**config.mk**
```make
export PLATFORM = sky130hd
export DESIGN_NAME = systolic_sequencer_flat
export DESIGN_NICKNAME = d
export VERILOG_FILES = /design/src/rtl/systolic_sequencer_if.sv /design/src/rtl/systolic_sequencer.sv /design/src/flat_wrapper.sv
export SDC_FILE = /design/constraint.sdc
export NUM_CORES = 1
export LEC_CHECK = 0
export ABC_AREA = 1
export CAP_MARGIN = 20
export CELL_PAD_IN_SITES_DETAIL_PLACEMENT = 2
export CELL_PAD_IN_SITES_GLOBAL_PLACEMENT = 2
export CORE_MARGIN = 5
export CORE_UTILIZATION = 23
export DETAILED_ROUTE_END_ITERATION = 10
export PLACE_DENSITY_LB_ADDON = 0.08
export SLEW_MARGIN = 20
export SYNTH_ARGS = -nofsm -noshare
export SYNTH_HDL_FRONTEND = slang
export SYNTH_SLANG_ARGS = --single-unit
export TNS_END_PERCENT = 20
```
**constraint.sdc**
```tcl
create_clock -name clk -period 2.8 [get_ports clk]
set_input_delay 0.56 -clock clk [delete_from_list [all_inputs] [get_ports clk]]
set_output_delay 0.56 -clock clk [all_outputs]
set_load 0.02 [all_outputs]
```
**src/rtl/systolic_sequencer_if.sv**
```systemverilog
// -----------------------------------------------------------------------------
// systolic_sequencer_if
// Bundles every signal between the systolic sequencer and its surroundings:
// the controller (start/busy/done), the A/B operand buffers, the PE array
// edges and control, and the C result buffer.
//
// Modports
//   slave  : the sequencer itself (takes start and buffer/array return data,
//            drives everything else)
//   master : the environment around it (controller, buffers, PE array)
//
// Signals
//   start       controller -> seq   level request, taken only when idle
//   busy, done  seq -> controller   run status
//   rd_en, rd_k seq -> A/B buffers  read strobe and k index
//   a_col_data  A buffer -> seq     A[i][k] in lane i, one cycle after rd_en
//   b_row_data  B buffer -> seq     B[k][j] in lane j, one cycle after rd_en
//   a_feed      seq -> array        west-edge operands, lane i = row i
//   b_feed      seq -> array        north-edge operands, lane j = col j
//   pe_clear    seq -> array        zero all accumulators
//   pe_en       seq -> array        shift + MAC enable
//   c_row_sel   seq -> array        result row select
//   c_row_data  array -> seq        selected result row, lane j = C[r][j]
//   c_wr_en     seq -> C buffer     write strobe
//   c_wr_addr   seq -> C buffer     row address
//   c_wr_data   seq -> C buffer     row data
// -----------------------------------------------------------------------------
interface systolic_sequencer_if #(
  parameter int N    = 4,
  parameter int DW   = 16,
  parameter int ACCW = 2*DW + $clog2(N),
  parameter int KW   = $clog2(N)
);
  logic              start;
  logic              busy;
  logic              done;
  logic              rd_en;
  logic [KW-1:0]     rd_k;
  logic [N*DW-1:0]   a_col_data;
  logic [N*DW-1:0]   b_row_data;
  logic [N*DW-1:0]   a_feed;
  logic [N*DW-1:0]   b_feed;
  logic              pe_clear;
  logic              pe_en;
  logic [KW-1:0]     c_row_sel;
  logic [N*ACCW-1:0] c_row_data;
  logic              c_wr_en;
  logic [KW-1:0]     c_wr_addr;
  logic [N*ACCW-1:0] c_wr_data;

  modport slave (
    input  start, a_col_data, b_row_data, c_row_data,
    output busy, done, rd_en, rd_k, a_feed, b_feed, pe_clear, pe_en,
           c_row_sel, c_wr_en, c_wr_addr, c_wr_data
  );

  modport master (
    output start, a_col_data, b_row_data, c_row_data,
    input  busy, done, rd_en, rd_k, a_feed, b_feed, pe_clear, pe_en,
           c_row_sel, c_wr_en, c_wr_addr, c_wr_data
  );
endinterface

```
**src/rtl/systolic_sequencer.sv**
```systemverilog
// -----------------------------------------------------------------------------
// systolic_sequencer
// Runs one NxN matrix multiply C = A*B on an output-stationary systolic array.
// Reads one A column / B row per cycle, skews the lanes onto the array edges,
// clears and enables the PEs, then drains the accumulators row by row into
// the C buffer. Data is passed through untouched; no arithmetic happens here.
//
// Ports
//   clk  rising-edge clock
//   rst  synchronous, active-high reset (aborts a run immediately)
//   bus  systolic_sequencer_if.slave, see the interface for signal list
//
// State table
//   state    | meaning
//   ---------+---------------------------------------------------------------
//   stIdle   | waiting for start
//   stClear  | 1 cycle: pe_clear, skew registers zeroed
//   stFeed   | 3N-1 cycles: reads k=0..N-1, skewed lanes feed the PEs
//   stDrain  | N+1 cycles: select rows 0..N-1, registered writes to C
//   stDone   | 1 cycle: done pulse, busy still high
// -----------------------------------------------------------------------------
module systolic_sequencer #(
  parameter int N    = 4,
  parameter int DW   = 16,
  parameter int ACCW = 2*DW + $clog2(N),
  parameter int KW   = $clog2(N)
) (
  input logic                 clk,
  input logic                 rst,
  systolic_sequencer_if.slave bus
);

  // Counter must reach 3N-2 (last FEED cycle).
  localparam int CW = $clog2(3*N);
  localparam logic [CW-1:0] FEED_LAST  = CW'(3*N - 2);
  localparam logic [CW-1:0] DRAIN_LAST = CW'(N);
  localparam logic [CW-1:0] DIM        = CW'(N);

  typedef enum logic [2:0] {
    stIdle  = 3'd0,
    stClear = 3'd1,
    stFeed  = 3'd2,
    stDrain = 3'd3,
    stDone  = 3'd4
  } stateT;

  stateT             state;
  stateT             stateNext;
  logic [CW-1:0]     cyc;

  logic              readActive;
  logic              drainSel;
  logic [KW-1:0]     rowSel;
  logic              rdValid;

  logic              cWrEn;
  logic [KW-1:0]     cWrAddr;
  logic [N*ACCW-1:0] cWrData;

  logic [N*DW-1:0]   aFeedVec;
  logic [N*DW-1:0]   bFeedVec;

  // ---------------------------------------------------------------------------
  // State register. cyc restarts at 0 on every state change, so FEED and
  // DRAIN both see a count that starts at their own first cycle.
  // ---------------------------------------------------------------------------
  always_ff @(posedge clk) begin
    if (rst) begin
      state <= stIdle;
      cyc   <= '0;
    end else begin
      state <= stateNext;
      if (stateNext != state) begin
        cyc <= '0;
      end else if (state == stFeed || state == stDrain) begin
        cyc <= cyc + CW'(1);
      end
    end
  end

  // ---------------------------------------------------------------------------
  // Next-state logic
  // ---------------------------------------------------------------------------
  always_comb begin
    stateNext = state;
    case (state)
      stIdle:  if (bus.start) stateNext = stClear;
      stClear: stateNext = stFeed;
      stFeed:  if (cyc == FEED_LAST) stateNext = stDrain;
      stDrain: if (cyc == DRAIN_LAST) stateNext = stDone;
      stDone:  stateNext = stIdle;
      default: stateNext = stIdle;
    endcase
  end

  // ---------------------------------------------------------------------------
  // Output logic
  // ---------------------------------------------------------------------------
  assign readActive = (state == stFeed)  && (cyc < DIM);
  assign drainSel   = (state == stDrain) && (cyc < DIM);
  assign rowSel     = cyc[KW-1:0];

  always_comb begin
    bus.busy      = (state != stIdle);
    bus.done      = (state == stDone);
    bus.pe_clear  = (state == stClear);
    bus.pe_en     = (state == stFeed);
    bus.rd_en     = readActive;
    bus.rd_k      = '0;
    bus.c_row_sel = '0;
    if (readActive) bus.rd_k = rowSel;
    if (drainSel)   bus.c_row_sel = rowSel;
  end

  // ---------------------------------------------------------------------------
  // Read-return tracking and registered C write path. The row selected in
  // DRAIN cycle r is written in DRAIN cycle r+1.
  // ---------------------------------------------------------------------------
  always_ff @(posedge clk) begin
    if (rst) begin
      rdValid <= 1'b0;
      cWrEn   <= 1'b0;
      cWrAddr <= '0;
      cWrData <= '0;
    end else begin
      rdValid <= readActive;
      cWrEn   <= drainSel;
      cWrAddr <= drainSel ? rowSel : '0;
      cWrData <= drainSel ? bus.c_row_data : '0;
    end
  end

  assign bus.c_wr_en   = cWrEn;
  assign bus.c_wr_addr = cWrAddr;
  assign bus.c_wr_data = cWrData;

  // ---------------------------------------------------------------------------
  // Edge skew. Buffer data is gated by rdValid so that cycles with no read
  // push zeros (not whatever the buffer happens to drive) into the lanes.
  // Lane 0 goes straight through; lane i sits behind i registers.
  // ---------------------------------------------------------------------------
  assign aFeedVec[0 +: DW] = rdValid ? bus.a_col_data[0 +: DW] : '0;
  assign bFeedVec[0 +: DW] = rdValid ? bus.b_row_data[0 +: DW] : '0;

  for (genvar gi = 1; gi < N; gi++) begin : gSkew
    logic [DW-1:0] pipeA [gi];
    logic [DW-1:0] pipeB [gi];

    always_ff @(posedge clk) begin
      if (rst || state == stClear) begin
        for (int s = 0; s < gi; s++) begin
          pipeA[s] <= '0;
          pipeB[s] <= '0;
        end
      end else begin
        pipeA[0] <= rdValid ? bus.a_col_data[gi*DW +: DW] : '0;
        pipeB[0] <= rdValid ? bus.b_row_data[gi*DW +: DW] : '0;
        for (int s = 1; s < gi; s++) begin
          pipeA[s] <= pipeA[s-1];
          pipeB[s] <= pipeB[s-1];
        end
      end
    end

    assign aFeedVec[gi*DW +: DW] = pipeA[gi-1];
    assign bFeedVec[gi*DW +: DW] = pipeB[gi-1];
  end

  assign bus.a_feed = aFeedVec;
  assign bus.b_feed = bFeedVec;

endmodule

```
**src/flat_wrapper.sv**
```systemverilog
// flat-port wrapper written by rule: the top's interface ports become plain ports
module systolic_sequencer_flat 
#(
  parameter int N    = 4,
  parameter int DW   = 16,
  parameter int ACCW = 2*DW + $clog2(N),
  parameter int KW   = $clog2(N)
)
  (clk, rst, bus_start, bus_a_col_data, bus_b_row_data, bus_c_row_data, bus_busy, bus_done, bus_rd_en, bus_rd_k, bus_a_feed, bus_b_feed, bus_pe_clear, bus_pe_en, bus_c_row_sel, bus_c_wr_en, bus_c_wr_addr, bus_c_wr_data);
  systolic_sequencer_if #(.N(N), .DW(DW), .ACCW(ACCW), .KW(KW)) bus_i ();
  input logic clk;
  input logic rst;
  input wire logic [$bits(bus_i.start)-1:0] bus_start;
  input wire logic [$bits(bus_i.a_col_data)-1:0] bus_a_col_data;
  input wire logic [$bits(bus_i.b_row_data)-1:0] bus_b_row_data;
  input wire logic [$bits(bus_i.c_row_data)-1:0] bus_c_row_data;
  output wire logic [$bits(bus_i.busy)-1:0] bus_busy;
  output wire logic [$bits(bus_i.done)-1:0] bus_done;
  output wire logic [$bits(bus_i.rd_en)-1:0] bus_rd_en;
  output wire logic [$bits(bus_i.rd_k)-1:0] bus_rd_k;
  output wire logic [$bits(bus_i.a_feed)-1:0] bus_a_feed;
  output wire logic [$bits(bus_i.b_feed)-1:0] bus_b_feed;
  output wire logic [$bits(bus_i.pe_clear)-1:0] bus_pe_clear;
  output wire logic [$bits(bus_i.pe_en)-1:0] bus_pe_en;
  output wire logic [$bits(bus_i.c_row_sel)-1:0] bus_c_row_sel;
  output wire logic [$bits(bus_i.c_wr_en)-1:0] bus_c_wr_en;
  output wire logic [$bits(bus_i.c_wr_addr)-1:0] bus_c_wr_addr;
  output wire logic [$bits(bus_i.c_wr_data)-1:0] bus_c_wr_data;
  assign bus_i.start = bus_start;
  assign bus_i.a_col_data = bus_a_col_data;
  assign bus_i.b_row_data = bus_b_row_data;
  assign bus_i.c_row_data = bus_c_row_data;
  assign bus_busy = bus_i.busy;
  assign bus_done = bus_i.done;
  assign bus_rd_en = bus_i.rd_en;
  assign bus_rd_k = bus_i.rd_k;
  assign bus_a_feed = bus_i.a_feed;
  assign bus_b_feed = bus_i.b_feed;
  assign bus_pe_clear = bus_i.pe_clear;
  assign bus_pe_en = bus_i.pe_en;
  assign bus_c_row_sel = bus_i.c_row_sel;
  assign bus_c_wr_en = bus_i.c_wr_en;
  assign bus_c_wr_addr = bus_i.c_wr_addr;
  assign bus_c_wr_data = bus_i.c_wr_data;
  systolic_sequencer #(.N(N), .DW(DW), .ACCW(ACCW), .KW(KW)) u_core (.clk(clk), .rst(rst), .bus(bus_i));
endmodule
```
==> reports/results.ini <==
[clock_tree]
number_of_sinks_on_the_clock_net=339
clock_latency_late_sink_ns=0.54
cts.reportedPaths.clkPinSlew_ns=0.05
cts_max_path_buffers=3
htreeDepth=2
cts_inserted_buffers=42
ctsRootBufferMaster=sky130_fd_sc_hd__clkbuf_16
tritoncts=yes
cts_post_setup_buffers_inserted=0

[routing]
routed.top_layer=met5
detail_route.first_pass.iterations=4
drtIter0Drc=194
via_count=8769
routed_wl_mm=40.2
route.detailed.wl_per_inst_um=17.1
antenna_violating_nets_post_route=0
met3_length_mm=3.89
routed-wl-met2_mm=21.4
avgViaCountPerCell=3.72
m1WireLength_mm=13.5
post-route-drc-count=0

[synthesis]
post_synth_xor_area_fraction=0.000828
synth_seq_area_share=0.642
post_synth_instance_area_um2=10600
synth_top_family_by_area=buffers and inverters
synth_cell_types=18
synth_warnings=0
synth_fp_nets=1501
ys_ff_latch=339
synth_top_area_share=0.642
yosys-mux-area-fraction=0
postSynthAreaPerCell_um2=8.59
synth-compound-area-share=0.00154
synth_top_area_cell=sky130_fd_sc_hd__dfxtp_1
synth_simple_gate_area_share=0.150
top_cells_by_area_in_the_synthesized_netlist=sky130_fd_sc_hd__dfxtp_1 (64%), sky130_fd_sc_hd__inv_1 (13%), sky130_fd_sc_hd__nor2_1 (12%), sky130_fd_sc_hd__buf_4 (4.6%), sky130_fd_sc_hd__nand2_1 (1.7%)
postSynthCellCount=1231
synthAdderAreaFrac=0.00355

[die]
die_boundary_width_um=224
rows=78
io-pin-count=543
die_h_um=224
design.die.area_um2=50400
initial_core_util=0.233
core-area_um2=45400

[critical_path]
worst-setup-path-type=reg -> out
cell_type_of_the_slowest_stage_on_the_worst_timing_path=sky130_fd_sc_hd__clkdlybuf4s50_1
arrival_ns=2.02
required_ns=2.24
critical_path.endpoint_type=primary output
crit_chain=buf_4 > nand2_1 > inv_1 > clkdlybuf4s50_1
r2r_cells=5
worst_setup_path_start_kind=flip-flop
cp_slowest_stage_delay_ns=0.61
crit_fanout=32

[global_route]
first_pass_grt_wire_length_mm=59.2
grt_use_total=0.156
grt_start_max_net_pins=91
grt-ovfl-total=0
via_count_of_the_first_global_routing_pass=9668
antenna_found_initial=15

[power_and_ir_drop]
power_per_cell_area_nw_per_um2=637
ir_drop_mv=0.331
power.leakage_uw=0.00792

[sta]
report.final.slew_viol_count=0
setup_tns_ns=0
finalCritPeriodShare=0.922
worst_slew_slack_as_a_fraction_of_its_limit=0.704
max_clock_freq_mhz=387
finalHoldViolCount=0
rsz0062_at_grt=false
worst_slew_pin_slew_ns=0.445
report.final.setup_viol=0
clock_skew_ns=0.0135
fin_crit_period_ns=2.58

[place]
post-dp-hpwl_mm=32.0
portBuffers=542
place.gp.congestion=0.754

[cells_and_area]
fillerInstances=5004
finalNetCount=1993
final_layout_size_suffix_gt1_frac=0.0513
finalCoreUtilization=0.388
syn_to_final_growth_pct=66.7
mostFrequentLayoutCell=sky130_fd_sc_hd__clkdlybuf4s50_1
mostFrequentLayoutCells=sky130_fd_sc_hd__clkdlybuf4s50_1 (537), sky130_fd_sc_hd__inv_1 (375), sky130_fd_sc_hd__dfxtp_1 (339), sky130_fd_sc_hd__nor2_1 (334), sky130_fd_sc_hd__nand2_1 (47)

[hold_path]
worst_hold_path.num_cells=2
worstHoldPathType=reg -> reg

[flow_run]
drv_cap=0

[run_status]
run_status=finished clean

stage by stage:
stage	cell area (µm²)	total power (µW)	setup WS [ns]	std cells	hold WS (ns)
2_1_floorplan	10600	5230	0.834	1231	0.394
6_report	17600	11200	0.217	2359	0.406
5_1_grt	17600	11700	0.0155	2358	0.421
3_5_place_dp	16200	5750	0.389	2279	0.403
4_1_cts	17600	11500	0.137	2353	0.410
3_3_place_gp	16200	5740	0.457	2279	0.394
logic make-up (layout without fill, tap and decap cells):
| family | count (synthesis) | after routing |
|---|---|---|
| other | 0 | 6 |
| adders and majority gates | 3 | 3 |
| DFF | 339 | 339 |
| and+or+nand+nor | 407 | 407 |
| buffers and inverters | 478 | 1000 |
| AOI/OAI and AO/OA | 3 | 3 |
| xor gates and xnor gates | 1 | 1 |
per-layer routing:
metal  track usage  vias up
li1              -     4272
met1         0.150     4096
met3        0.0727       84
met5             0        -
met2         0.289      301
met4        0.0595       16
where the power goes:
part           switching (µW)  internal (µW)  total [µW]  leakage [µW]
clock network            2010           3570        5580      0.000715
logic                     294            451         745       0.00447
registers                16.7           4870        4890       0.00273
critical path, delay by kind of cell (launching register included):
kind / cells / cell delay [ns]
buf+inv: 3 / 1.01
flops: 1 / 0.37
simple gates: 1 / 0.11
final timing paths:
path,from,endpoint,slack (ns)
min,u_core.gSkew[2].pipeA[0][14],u_core.gSkew[2].pipeA[0][30],0.41
max reg2reg,u_core.state[0],u_core.bus.c_wr_data[55],1.07
max,u_core.rdValid,bus_b_feed[5],0.22
min reg2reg,u_core.gSkew[2].pipeA[0][14],u_core.gSkew[2].pipeA[0][30],0.41
state kept, by name (all words and copies together) (netlist names):
signal and flops:
u_core.bus.c_wr_data 136, u_core.gSkew.pipeA 96, u_core.gSkew.pipeB 96, u_core.cyc 4
u_core.state 3, u_core.bus.c_wr_addr 2, u_core.bus.c_wr_en 1, u_core.rdValid 1
cell type report:
| type | count | area [µm²] | area share |
|---|---|---|---|
| antenna | 6 | 15.0 | 0.000852 |
| clock buffer | 67 | 1320 | 0.0748 |
| clock inverter | 7 | 135 | 0.00767 |
| inverter | 375 | 1410 | 0.0799 |
| multi-input combinational | 414 | 1680 | 0.0956 |
| sequential | 339 | 6790 | 0.385 |
| tap | 600 | 751 | 0.0426 |
| timing repair buffer | 551 | 5520 | 0.313 |
synth_stat cells (all sizes together):
| cell | n |
|---|---|
| clkbuf | 16 |
| a31oi | 1 |
| nand4 | 1 |
| nand3 | 7 |
| nor3 | 4 |
| o21ai | 2 |
| nand2 | 49 |
| nor2 | 346 |
| xor2 | 1 |
| buf | 87 |
| inv | 375 |
| ha | 3 |
| dfxtp | 339 |
timing repair:
item                                    CTS  global route
gates resized for setup                   7             0
endpoints found under the setup margin    5             0
hold buffers                              0             0
(Power assumes the default switching activity.)
